==> src/rtl/loader_pkg.sv <==
// Shared types for the UART sample loader: FSM states, error codes and the
// default frame start marker.
package loader_pkg;

    typedef enum logic [2:0] {
        HUNT,
        SLOT,
        LEN_HI,
        LEN_LO,
        DATA,
        CSUM
    } loader_state_t;

    typedef enum logic [1:0] {
        ERR_SLOT = 2'd0,
        ERR_LEN  = 2'd1,
        ERR_CSUM = 2'd2
    } err_code_t;

    localparam logic [7:0] SYNC_BYTE_DEFAULT = 8'hA5;

endpackage

==> src/rtl/uart_sample_loader_if.sv <==
// UART receive handshake plus sample RAM write port of the sample loader.
// master = loader side, slave = pins / RAM side.
interface uart_sample_loader_if #(
    parameter int NUM_SLOTS = 4,
    parameter int ADDR_W    = 12
);
    localparam int SLOT_W = (NUM_SLOTS > 1) ? $clog2(NUM_SLOTS) : 1;

    logic [7:0]        rxdata;
    logic              rxready;
    logic              rxclk;
    logic              wr_en;
    logic [SLOT_W-1:0] wr_slot;
    logic [ADDR_W-1:0] wr_addr;
    logic [7:0]        wr_data;

    modport master (
        input  rxdata, rxready,
        output rxclk, wr_en, wr_slot, wr_addr, wr_data
    );

    modport slave (
        output rxdata, rxready,
        input  rxclk, wr_en, wr_slot, wr_addr, wr_data
    );

endinterface

==> src/rtl/uart_sample_loader_rx_byte_take.sv <==
// Level-to-pulse byte handshake: one take per rxready high period, with a
// one-cycle rxclk acknowledge following each take.
module rx_byte_take (
    input  logic       clk,
    input  logic       reset,
    input  logic [7:0] rxdata,
    input  logic       rxready,
    output logic       rxclk,
    output logic       byte_valid,
    output logic [7:0] byte_data
);

    logic ack_pending;

    // The take is presented on the same cycle so the FSM's registered outputs
    // line up with rxclk; rxdata is stable while rxready is high.
    assign byte_valid = rxready && !ack_pending;
    assign byte_data  = rxdata;

    // NOTE: state is updated with non-blocking assignments so every always_ff
    // sees the pre-edge values of its neighbours, independent of block order.
    always_ff @(posedge clk or posedge reset) begin
        if (reset) begin
            ack_pending <= 1'b0;
            rxclk       <= 1'b0;
        end else begin
            rxclk <= byte_valid;
            if (byte_valid)
                ack_pending <= 1'b1;
            else if (!rxready)
                ack_pending <= 1'b0;
        end
    end

endmodule

==> src/rtl/uart_sample_loader.sv <==
// Framed UART sample image loader writing into one of NUM_SLOTS sample RAMs.
// Define LOADER_CHECKSUM_EN to require and check the trailing checksum byte.
module uart_sample_loader
    import loader_pkg::*;
#(
    parameter int         NUM_SLOTS = 4,
    parameter int         ADDR_W    = 12,
    parameter logic [7:0] SYNC_BYTE = SYNC_BYTE_DEFAULT
) (
    input  logic                 clk,
    input  logic                 reset,
    uart_sample_loader_if.master bus,
    output logic                 busy,
    output logic                 done,
    output logic [ADDR_W:0]      done_len,
    output logic                 err,
    output logic [1:0]           err_code
);

    localparam int SLOT_W = (NUM_SLOTS > 1) ? $clog2(NUM_SLOTS) : 1;
    localparam logic [16:0] MAX_LEN = 17'(1) << ADDR_W;

    logic              byte_valid;
    logic [7:0]        byte_data;
    logic              rxclk_w;

    loader_state_t     state;
    logic [7:0]        len_hi;
    logic [ADDR_W:0]   len;
    logic [ADDR_W:0]   count;
    logic [ADDR_W:0]   count_inc;
    logic [15:0]       len16;
    logic              len_bad;
`ifdef LOADER_CHECKSUM_EN
    logic [7:0]        csum;
`endif

    logic              wr_en_q;
    logic [SLOT_W-1:0] wr_slot_q;
    logic [ADDR_W-1:0] wr_addr_q;
    logic [7:0]        wr_data_q;
    err_code_t         err_code_q;

    rx_byte_take u_take (
        .clk        (clk),
        .reset      (reset),
        .rxdata     (bus.rxdata),
        .rxready    (bus.rxready),
        .rxclk      (rxclk_w),
        .byte_valid (byte_valid),
        .byte_data  (byte_data)
    );

    assign count_inc = count + (ADDR_W+1)'(1);
    assign len16     = {len_hi, byte_data};
    assign len_bad   = (len16 == 16'd0) || ({1'b0, len16} > MAX_LEN);

    always_ff @(posedge clk or posedge reset) begin
        if (reset) begin
            state      <= HUNT;
            busy       <= 1'b0;
            len_hi     <= '0;
            len        <= '0;
            count      <= '0;
`ifdef LOADER_CHECKSUM_EN
            csum       <= '0;
`endif
            wr_en_q    <= 1'b0;
            wr_slot_q  <= '0;
            wr_addr_q  <= '0;
            wr_data_q  <= '0;
            done       <= 1'b0;
            done_len   <= '0;
            err        <= 1'b0;
            err_code_q <= ERR_SLOT;
        end else begin
            wr_en_q <= 1'b0;
            done    <= 1'b0;
            err     <= 1'b0;
            if (byte_valid) begin
                case (state)
                    HUNT: begin
                        if (byte_data == SYNC_BYTE) begin
                            state <= SLOT;
                            busy  <= 1'b1;
                        end
                    end
                    SLOT: begin
                        if (int'(byte_data) >= NUM_SLOTS) begin
                            err        <= 1'b1;
                            err_code_q <= ERR_SLOT;
                            state      <= HUNT;
                            busy       <= 1'b0;
                        end else begin
                            wr_slot_q <= byte_data[SLOT_W-1:0];
                            state     <= LEN_HI;
                        end
                    end
                    LEN_HI: begin
                        len_hi <= byte_data;
                        state  <= LEN_LO;
                    end
                    LEN_LO: begin
                        if (len_bad) begin
                            err        <= 1'b1;
                            err_code_q <= ERR_LEN;
                            state      <= HUNT;
                            busy       <= 1'b0;
                        end else begin
                            len   <= len16[ADDR_W:0];
                            count <= '0;
`ifdef LOADER_CHECKSUM_EN
                            csum  <= '0;
`endif
                            state <= DATA;
                        end
                    end
                    DATA: begin
                        wr_en_q   <= 1'b1;
                        wr_addr_q <= count[ADDR_W-1:0];
                        wr_data_q <= byte_data;
                        count     <= count_inc;
`ifdef LOADER_CHECKSUM_EN
                        csum      <= csum + byte_data;
                        if (count_inc == len)
                            state <= CSUM;
`else
                        if (count_inc == len) begin
                            done     <= 1'b1;
                            done_len <= len;
                            state    <= HUNT;
                            busy     <= 1'b0;
                        end
`endif
                    end
`ifdef LOADER_CHECKSUM_EN
                    CSUM: begin
                        // Bytes already written stay in the RAM on a mismatch.
                        if (byte_data == csum) begin
                            done     <= 1'b1;
                            done_len <= len;
                        end else begin
                            err        <= 1'b1;
                            err_code_q <= ERR_CSUM;
                        end
                        state <= HUNT;
                        busy  <= 1'b0;
                    end
`endif
                    default: begin
                        state <= HUNT;
                        busy  <= 1'b0;
                    end
                endcase
            end
        end
    end

    assign bus.rxclk   = rxclk_w;
    assign bus.wr_en   = wr_en_q;
    assign bus.wr_slot = wr_slot_q;
    assign bus.wr_addr = wr_addr_q;
    assign bus.wr_data = wr_data_q;
    assign err_code    = err_code_q;

endmodule

==> src/flat_wrapper.sv <==
// flat-port wrapper written by rule: the top's interface ports become plain ports
module uart_sample_loader_flat import loader_pkg::*;
#(
    parameter int         NUM_SLOTS = 4,
    parameter int         ADDR_W    = 12,
    parameter logic [7:0] SYNC_BYTE = SYNC_BYTE_DEFAULT
)
  (clk, reset, busy, done, done_len, err, err_code, bus_rxdata, bus_rxready, bus_rxclk, bus_wr_en, bus_wr_slot, bus_wr_addr, bus_wr_data);
  uart_sample_loader_if #(.NUM_SLOTS(NUM_SLOTS), .ADDR_W(ADDR_W)) bus_i ();
  input  logic clk;
  input  logic reset;
  output logic busy;
  output logic done;
  output logic [ADDR_W:0] done_len;
  output logic err;
  output logic [1:0] err_code;
  input wire logic [$bits(bus_i.rxdata)-1:0] bus_rxdata;
  input wire logic [$bits(bus_i.rxready)-1:0] bus_rxready;
  output wire logic [$bits(bus_i.rxclk)-1:0] bus_rxclk;
  output wire logic [$bits(bus_i.wr_en)-1:0] bus_wr_en;
  output wire logic [$bits(bus_i.wr_slot)-1:0] bus_wr_slot;
  output wire logic [$bits(bus_i.wr_addr)-1:0] bus_wr_addr;
  output wire logic [$bits(bus_i.wr_data)-1:0] bus_wr_data;
  assign bus_i.rxdata = bus_rxdata;
  assign bus_i.rxready = bus_rxready;
  assign bus_rxclk = bus_i.rxclk;
  assign bus_wr_en = bus_i.wr_en;
  assign bus_wr_slot = bus_i.wr_slot;
  assign bus_wr_addr = bus_i.wr_addr;
  assign bus_wr_data = bus_i.wr_data;
  uart_sample_loader #(.NUM_SLOTS(NUM_SLOTS), .ADDR_W(ADDR_W), .SYNC_BYTE(SYNC_BYTE)) u_core (.clk(clk), .reset(reset), .bus(bus_i), .busy(busy), .done(done), .done_len(done_len), .err(err), .err_code(err_code));
endmodule
==> config.mk <==
export PLATFORM = sky130hd
export DESIGN_NAME = uart_sample_loader_flat
export DESIGN_NICKNAME = d
export VERILOG_FILES = /design/src/rtl/loader_pkg.sv /design/src/rtl/uart_sample_loader_if.sv /design/src/rtl/uart_sample_loader_rx_byte_take.sv /design/src/rtl/uart_sample_loader.sv /design/src/flat_wrapper.sv
export SDC_FILE = /design/constraint.sdc
export NUM_CORES = 1
export LEC_CHECK = 0
export CAP_MARGIN = 20
export CORE_UTILIZATION = 25
export DETAILED_ROUTE_END_ITERATION = 8
export HOLD_SLACK_MARGIN = 0.03
export SLEW_MARGIN = 0
export SYNTH_ARGS = -nofsm -noshare
export SYNTH_HDL_FRONTEND = slang
export SYNTH_SLANG_ARGS = --single-unit
==> constraint.sdc <==
create_clock -name clk -period 3.55 [get_ports clk]
set_input_delay 0.5325 -clock clk [delete_from_list [all_inputs] [get_ports clk]]
set_output_delay 0.5325 -clock clk [all_outputs]
set_load 0.01 [all_outputs]
Word-level counts from Yosys, hierarchy flattened --
Index checks and enable logic that the tools add are counted. W data, S select, Z words.
Cells by class: magnitude comparators 2, muxes and demuxes 26, bitwise logic cells 3, equality and inequality tests 12, reductions and logical operators 16, $add $sub $neg 1
Operator list (number):
- $pmux W13 S2 | 1
- $gt A16 B13 Y1 const B | 1
- $logic_not A16 Y1 | 1
- $pmux W3 S5 | 1
- $reduce_and A3 Y1 | 5
- $mux W1 | 14
- $add A13 B1 Y13 const B | 1
- $eq A13 B13 Y1 | 1
- $mux W13 | 1
- $ne A2 B1 Y1 const B | 5
- $mux W3 | 3
- $eq A8 B8 Y1 const B | 1
- $ge A8 B3 Y1 const B | 1
- $eq A3 B2 Y1 const B | 2
- $mux W2 | 3
- $reduce_and A6 Y1 | 1
- $pmux W1 S5 | 1
- $pmux W2 S2 | 1
- $reduce_and A2 Y1 | 2
- $reduce_and A4 Y1 | 1
- $reduce_bool A2 Y1 | 2
- $eq A3 B1 Y1 const B | 1
- $eq A3 B3 Y1 const B | 1
- $logic_not A3 Y1 | 1
- 6 further kinds | 8
Word-level totals: output and inout bits 42, word-level logic and storage cells 75, register bits after elaboration 80, input bits 11

Logic depth before layout (Yosys ltp) --
Gate-level depths: netlist (run 1).
word-level depth 5, mapped depth 9, mapped depth without buffers 7

Modules after synthesis --
From an unflattened synthesis (run 1), not the netlist that was laid out.
Second synthesis, totals: cell total of the unflattened synthesis 377, area total of the unflattened synthesis 3955.0 µm²
Modules (own cells, without submodules):
- uart_sample_loader | seq. area each 1926.8 µm², instances 1, cells an instance 364, area each 3823.7 µm²
- rx_byte_take | seq. area each 50.0 µm², instances 1, cells an instance 13, area each 131.4 µm²

Worst setup path after synthesis (run 1) --
OpenSTA, ideal clock, no wires.
path kind reg-to-reg, start point reg u_core.count[1], end point reg u_core.done_len[0], buffers on the path 2, arrival 2.488 ns, stages on the path, launching flop included 10, slack 0.937 ns, clock period less this slack 2.613 ns, library setup time 0.125 ns, data required time 3.425 ns, cells stage by stage dfrtp_1 -> ha_1 -> buf_2 -> nand3_2 -> or4_1 -> a221oi_2 -> nor3b_2 -> nand3_2 -> buf_6 -> mux2_4
Between the ends: cells in the longest elaborated chain, start to end 3
Ends and longest elaborated chain:
- from (decl) | line uart_sample_loader.sv:30 | logic [ADDR_W:0] count;
- from (signal assigned) | line uart_sample_loader.sv:122 | count <= count_inc;
- $add A13 B1 Y13 | line uart_sample_loader.sv:54 | assign count_inc = count + (ADDR_W+1)'(1);
- $eq A13 B13 Y1 | line uart_sample_loader.sv:128 | if (count_inc == len) begin
- $reduce_and A3 Y1 (no source line)
- to (signal assigned) | line uart_sample_loader.sv:130 | done_len <= len;
- to (decl) | line uart_sample_loader.sv:15 | output logic [ADDR_W:0] done_len,
Every way passes these cells. A chain may end at the register's enable or synchronous reset.

Final worst setup path (run 1) --
start point reg u_core.count[0], end point reg u_core.done_len[11]
The elaborated chain is that of the path after synthesis.

==> flow_summary.json, run 1 <==
{
  "status": "completed",
  "p_int_uw": 1680,
  "cts.repair.resized": 0,
  "rsz0062_at_grt": "false",
  "worstPathArrival_ns": 3.42,
  "drtPass1Iterations": 6,
  "h-tree-depth": 3,
  "antennaDiodeCount": 0,
  "whs_ns": 0.470,
  "start_util_pct": 25.9,
  "cts_tree": "built",
  "combPwrFrac_pct": 15.8,
  "path_class": "reg -> reg",
  "fill_cells": 1519,
  "netlist_area_mm2": 0.00379,
  "core_area_mm2": 0.0146,
  "clkTransAtPathRegs_ns": 0.06,
  "seqPwrFrac_pct": 44.8,
  "vias": 2883,
  "cts_inserted_buffers": 9,
  "final_hold_viol_count": 0,
  "grt_pass1_vias": 2824,
  "grt.overflow.total": 0,
  "power.share.clock_pct": 39.4,
  "syn_avg_cell_area_um2": 10.5,
  "synth.ff_latch_count": 79,
  "slowest_delay_ns": 0.57,
  "cts_post_setup_buffers_inserted": 0,
  "wirelength_mm": 9.42,
  "ir_drop_mv": 0.263,
  "clockBufferDepth": 2,
  "fp.dieW_um": 125,
  "p_leak_uw": 0.00221,
  "cts_hold_buf": 0,
  "ys.flop_type": "dfrtp_1",
  "yosys_warnings": 0,
  "row_count": 44,
  "dp_hpwl_mm": 6.53,
  "drt-initial-drc-count": 177,
  "antenna_found_initial": 0,
  "path_cells": "ha_1 -> nand3_2 -> or4_1 -> a221oi_2 -> nor3b_2 -> nand3_2 -> mux2_1",
  "tightest_slew_ns": 0.788,
  "ff2ff_setup_slack_ns": 0.35,
  "post_dp_cell_area_mm2": 0.00449,
  "power_uw": 2330,
  "fmax_mhz": 313,
  "finalSetupViolCount": 0,
  "grt_usage_pct": 12.8,
  "drcViolationCount": 0,
  "synth.distinct_cells": 55,
  "grt_pass1_wl_mm": 15.3,
  "crit_slowest_cell": "or4_1",
  "p_sw_uw": 648,
  "finish.instance_area_mm2": 0.00478,
  "async_flop_share_pct": 100,
  "avgViaCountPerCell": 4.81,
  "maxSlewViolCount": 0,
  "seq_area_frac_synth_pct": 52.2,
  "drive_gt1_share_pct": 12.5,
  "slew_headroom_pct": 47.4,
  "cts_sinks": 79,
  "finalSetupTns_ns": 0,
  "fin_nets": 422,
  "sw_frac_of_total_pct": 27.8,
  "synthCells": 362,
  "cp-end-kind": "register",
  "place_congestion": 0.850,
  "synth_edf_count": 0,
  "startpoint": "u_core.count[0]$_DFFE_PP0P_",
  "grt_max_degree": 45,
  "port_buffers": 51,
  "cp-start-kind": "register",
  "timing.rr.start": "u_core.count[0]$_DFFE_PP0P_",
  "crit_path_frequent_cell": "nand3_2",
  "rr_endpoint": "u_core.done_len[11]$_DFFE_PP0P_",
  "finClkSkew_ns": 0.00784,
  "hold_path.class": "reg -> reg",
  "cts-root-buf": "clkbuf_16",
  "drv_cap": 0,
  "die-area_mm2": 0.0156,
  "critPathMaxFanout": 13,
  "rr_worst_depth": 7,
  "area_growth_pct": 26.1,
  "ant_nets": 0,
  "synth_nets": 374,
  "fp.dieH_um": 125,
  "timing.final.crit_share_pct": 90.0,
  "clock_latency_ns": 0.35,
  "timing.final.crit_period_ns": 3.20,
  "io_pins": 53,
  "setup.worst_path.end": "u_core.done_len[11]$_DFFE_PP0P_",
  "drt-wirelength-per-cell_um": 15.7,
  "cellPowerDensity_mw_per_mm2": 488,
  "worstPathRequired_ns": 3.77
}
## placed cells by master (no fill, tap or decap), types with 5 or more instances in the layout
cell,count
nand2_1,77
dfrtp_1,79
nor3_1,14
a31oi_1,8
buf_4,7
nand3_1,12
mux2_2,9
or3_1,6
xor2_1,5
o21ai_1,5
a21oi_1,7
mux2_1,18
nor2_1,11
clkdlybuf4s50_1,51
o21ai_0,5
mux2_4,10
xnor2_1,9
clkbuf_16,9
## area by class of cell
| type | count | area, µm² | share of cell area (%) |
|---|---|---|---|
| clock buffers | 11 | 233 | 4.87 |
| clock inverters | 5 | 58.8 | 1.23 |
| inverters | 7 | 27.5 | 0.576 |
| multi-input cells | 255 | 1690 | 35.3 |
| flip-flops and latches | 79 | 1980 | 41.4 |
| well taps | 184 | 230 | 4.82 |
| repair buffers | 58 | 563 | 11.8 |
## worst min path at each step
stage	startpoint	end	slack [ns]	cells after the start
after CTS	u_core.bus.wr_addr[3]$_DFFE_PP0P_	u_core.bus.wr_addr[3]$_DFFE_PP0P_	0.48	2
after global routing	u_core.bus.wr_data[7]$_DFFE_PP0P_	u_core.bus.wr_data[7]$_DFFE_PP0P_	0.50	2
after floorplan	u_core.count[12]$_DFFE_PP0P_	u_core.count[12]$_DFFE_PP0P_	0.47	1
final	u_core.bus.wr_addr[3]$_DFFE_PP0P_	u_core.bus.wr_addr[3]$_DFFE_PP0P_	0.47	2
after detailed placement	u_core.bus.wr_data[2]$_DFFE_PP0P_	u_core.bus.wr_data[2]$_DFFE_PP0P_	0.46	2
after global placement	u_core.bus.wr_addr[5]$_DFFE_PP0P_	u_core.bus.wr_addr[5]$_DFFE_PP0P_	0.46	2
## state kept, by name, summed over array words and instances, names as in the netlist
| name | count |
|---|---|
| u_core.len_hi | 8 |
| u_core.count | 13 |
| u_core.err | 1 |
| u_core.err_code | 1 |
| u_core.bus.wr_en | 1 |
| u_core.busy | 1 |
| u_core.u_take.rxclk | 1 |
| u_core.bus.wr_addr | 12 |
| u_core.bus.wr_slot | 2 |
| u_core.len | 13 |
| u_core.u_take.ack_pending | 1 |
| u_core.bus.wr_data | 8 |
| u_core.done | 1 |
| u_core.done_len | 13 |
| u_core.state | 3 |
## cells by family after synthesis
group | share of synthesized area [%]
other | 0.0990
DFF | 52.2
and+or+nand+nor | 20.3
adders and majority gates | 0.330
AOI/OAI and AO/OA | 7.83
xor gates and xnor gates | 3.24
buffers and inverters | 3.24
muxes | 12.8
## metrics by stage
step | instances | worst slack, ns | util [%]
after floorplan | 362 | 0.937 | -
after global placement | 583 | 0.477 | 30.6
after detailed placement | 583 | 0.364 | 30.6
after CTS | 599 | 0.348 | 32.6
after global routing | 599 | 0.102 | 32.6
final | 599 | 0.354 | 32.6
## worst max-delay path: cells and delay by family (launching register included)
kind                       cells  cell delay [ns]
and+or+nand+nor                4             1.47
adders and majority gates      1             0.37
DFF                            1             0.49
muxes                          1             0.47
AOI/OAI and AO/OA              1             0.27
## per-layer routing
metal  global-route usage, %  wire [µm]
met1                    16.7       4260
met2                    19.7       4390
met3                    3.55        611
met4                    5.52        156
met5                       0          0
## power by group through the flow
stage                     clock, µW  sequential, µW  combinational (µW)
after floorplan                   0            1040                 240
after detailed placement          0            1060                 370
after CTS                       944            1040                 372
after global routing            990            1060                 409
final                           920            1040                 368
after global placement            0            1060                 364
## cell usage after synthesis, types with 2 or more instances
| cell type | instances | area share, % |
|---|---|---|
| nand3_2 | 2 | 0.53 |
| dfrtp_1 | 79 | 52 |
| nand4b_1 | 3 | 0.69 |
| nand3_1 | 12 | 1.6 |
| or4_1 | 3 | 0.59 |
| nor3b_1 | 3 | 0.59 |
| xnor2_1 | 9 | 2.1 |
| a21oi_1 | 7 | 0.92 |
| o21ai_0 | 5 | 0.66 |
| inv_2 | 2 | 0.20 |
| xor2_1 | 5 | 1.2 |
| or2_2 | 3 | 0.50 |
| a31oi_1 | 8 | 1.3 |
| o211ai_1 | 3 | 0.59 |
| a211oi_1 | 4 | 0.79 |
| mux2_1 | 18 | 5.4 |
| clkbuf_1 | 13 | 1.3 |
| nor2_1 | 11 | 1.1 |
| mux2_4 | 10 | 4.0 |
| mux2i_1 | 3 | 0.79 |
| o21ai_1 | 5 | 0.66 |
| nor2b_1 | 4 | 0.66 |
| buf_2 | 5 | 0.66 |
| or3_1 | 6 | 0.99 |
| nand2_1 | 77 | 7.6 |
| mux2_2 | 9 | 2.7 |
| inv_1 | 5 | 0.50 |
| nor3_1 | 14 | 1.9 |
| nor4_1 | 4 | 0.66 |
| nand2b_1 | 3 | 0.50 |
| nand4_1 | 3 | 0.50 |
Power figures use the tool's default switching activity.
==> run 2, diff against run 1 <==
--- a/config.mk
+++ b/config.mk
@@ -7,6 +7,7 @@
 export LEC_CHECK = 0
 export CAP_MARGIN = 20
 export CORE_UTILIZATION = 25
+export CTS_CLUSTER_SIZE = 28
 export DETAILED_ROUTE_END_ITERATION = 8
 export HOLD_SLACK_MARGIN = 0.03
 export SLEW_MARGIN = 0
==> results of run 2 <==
Same layout as run 1: the final DEF is identical, and so are final timing and power.
==> run 3, diff against run 2 <==
--- a/config.mk
+++ b/config.mk
@@ -6,10 +6,13 @@
 export NUM_CORES = 1
 export LEC_CHECK = 0
 export CAP_MARGIN = 20
+export CELL_PAD_IN_SITES_DETAIL_PLACEMENT = 1
+export CELL_PAD_IN_SITES_GLOBAL_PLACEMENT = 2
 export CORE_UTILIZATION = 25
 export CTS_CLUSTER_SIZE = 28
 export DETAILED_ROUTE_END_ITERATION = 8
 export HOLD_SLACK_MARGIN = 0.03
+export PLACE_DENSITY_LB_ADDON = 0.1
 export SLEW_MARGIN = 0
 export SYNTH_ARGS = -nofsm -noshare
 export SYNTH_HDL_FRONTEND = slang
==> run 3 against run 2 <==
Net effect:
- the run now ends with design-rule violations left
- wire length is 14% higher
- flip-flop and latch count is the same
- final cell count down 0.17%
- clock-buffer cell count down 1
- power increased by 2.7%
- register-to-register slack lost 0.02 ns
- clock power up 5.8%
- hold slack better by 0.0022 ns
- highest routed layer unchanged
==> flow_summary.json, run 3 (synthesis gave the netlist of run 1 again) <==
{
  "status": "finished with violations",
  "violations": "design-rule violations",
  "antenna_found_initial": 0,
  "final_hold_viol_count": 0,
  "cts-root-buf": "clkbuf_16",
  "port_buffers": 51,
  "drv_cap": 0,
  "grt.overflow.total": 0,
  "drt-initial-drc-count": 99,
  "path_cells": "ha_1 -> nand3_2 -> or4_1 -> a221oi_2 -> nor3b_2 -> nand3_2 -> mux2_1",
  "highest_layer": "met4",
  "tightest_slew_ns": 0.817,
  "cts_inserted_buffers": 9,
  "io_pins": 53,
  "finClkSkew_ns": 0.00446,
  "crit_family": "simple AND/OR/NAND/NOR gates",
  "final_common_cell": "dfrtp_1",
  "drcViolationCount": 4,
  "antennaDiodeCount": 0,
  "timing.final.crit_share_pct": 90.5,
  "path_class": "reg -> reg",
  "crit_buf_inv": 0,
  "fill_cells": 1654,
  "ir_drop_mv": 0.200,
  "cts_tree": "built",
  "clkTransAtPathRegs_ns": 0.06,
  "start_util_pct": 25.9,
  "layout_common_cells": "79 x dfrtp_1, 77 x nand2_1, 51 x clkdlybuf4s50_1",
  "ant_nets": 0,
  "clock_latency_ns": 0.35,
  "wl_met3_um": 297,
  "wl_met1_mm": 5.29,
  "timing.final.crit_period_ns": 3.21,
  "crit_path_frequent_cell": "nand3_2",
  "grt_pass1_wl_mm": 17.4,
  "vias": 2831,
  "power_uw": 2390,
  "fmax_mhz": 311,
  "area_growth_pct": 27.0,
  "slowest_delay_ns": 0.56,
  "multiInputGateArea_mm2": 0.00169,
  "avgViaCountPerCell": 4.73,
  "row_count": 44,
  "finalSetupTns_ns": 0,
  "rsz0062_at_grt": "false",
  "h-tree-depth": 3,
  "grt_pass1_vias": 2989,
  "wirelength_mm": 10.7,
  "p_leak_uw": 0.00223,
  "cp-start-kind": "register",
  "cts_hold_buf": 0,
  "clockBufferDepth": 2,
  "worstPathArrival_ns": 3.44,
  "place_congestion": 0.708,
  "core_area_mm2": 0.0146,
  "hold_path.class": "reg -> reg",
  "cts_sinks": 79,
  "cts.repair.resized": 0,
  "met2_length_mm": 4.98,
  "drtPass1Iterations": 6,
  "worstPathRequired_ns": 3.78,
  "crit_slowest_cell": "or4_1",
  "critPathMaxFanout": 13,
  "cp-end-kind": "register",
  "largestRegisters": "u_core.count: 13 flops, u_core.done_len: 13 flops, u_core.len: 13 flops",
  "fp.dieH_um": 125,
  "maxSlewViolCount": 0,
  "fp.dieW_um": 125,
  "drive_gt1_share_pct": 12.8,
  "grt_usage_pct": 14.8,
  "cts_post_setup_buffers_inserted": 0,
  "seqCellArea_mm2": 0.00198,
  "drt-wirelength-per-cell_um": 17.9,
  "grt_max_degree": 44,
  "slew_headroom_pct": 45.6,
  "fin_nets": 421,
  "dp_hpwl_mm": 7.45,
  "finalSetupViolCount": 0,
  "die-area_mm2": 0.0156,
  "cellPowerDensity_mw_per_mm2": 498
}
-- run 3: layout make-up --
class | instances | area share (%)
clock buffers | 10 | 4.97
well taps | 184 | 4.79
inverters | 7 | 0.572
repair buffers | 57 | 12.1
flip-flops and latches | 79 | 41.1
multi-input cells | 255 | 35.1
clock inverters | 6 | 1.43
-- run 3: final timing paths --
kind	from	end	slack (ns)	cells past startpoint
setup / recovery	u_core.count[0]$_DFFE_PP0P_	u_core.done_len[10]$_DFFE_PP0P_	0.34	7
min in group asynchronous	reset	u_core.bus.wr_data[5]$_DFFE_PP0P_	0.62	2
max in group asynchronous	reset	u_core.count[12]$_DFFE_PP0P_	2.25	3
setup reg to reg	u_core.count[0]$_DFFE_PP0P_	u_core.done_len[10]$_DFFE_PP0P_	0.34	7
hold reg to reg	u_core.bus.wr_addr[5]$_DFFE_PP0P_	u_core.bus.wr_addr[5]$_DFFE_PP0P_	0.47	2
hold / removal	u_core.bus.wr_addr[5]$_DFFE_PP0P_	u_core.bus.wr_addr[5]$_DFFE_PP0P_	0.47	2
-- run 3: worst reg2reg max path, stage by stage, from the launching register on --
cell and delay [ns]:
dfrtp_1 0.50, ha_1 0.39, nand3_2 0.19, or4_1 0.56, a221oi_2 0.27, nor3b_2 0.29, nand3_2 0.43, mux2_1 0.46
-- run 3: report_power, final --
part           switching, µW  internal (µW)  total, µW  leakage, µW
clock network            405            568        973     0.000149
registers               85.8            961       1050      0.00103
logic                    196            178        374      0.00105
-- run 3: through the flow --
stage	util (%)	hold WS (ns)	area [µm²]	worst slack, ns	cells
2_1_floorplan	-	0.470	3790	0.937	362
3_3_place_gp	30.8	0.459	4500	0.397	582
3_5_place_dp	30.8	0.465	4500	0.302	582
4_1_cts	32.9	0.481	4810	0.282	598
5_1_grt	32.9	0.500	4810	0.0763	598
6_report	32.9	0.472	4810	0.336	598
-- run 3: per-layer routing --
| layer | track usage (%) | vias up |
|---|---|---|
| li1 | - | 1374 |
| met1 | 19.8 | 1409 |
| met2 | 23.3 | 39 |
| met3 | 3.77 | 9 |
| met4 | 4.73 | 0 |
| met5 | 0 | - |
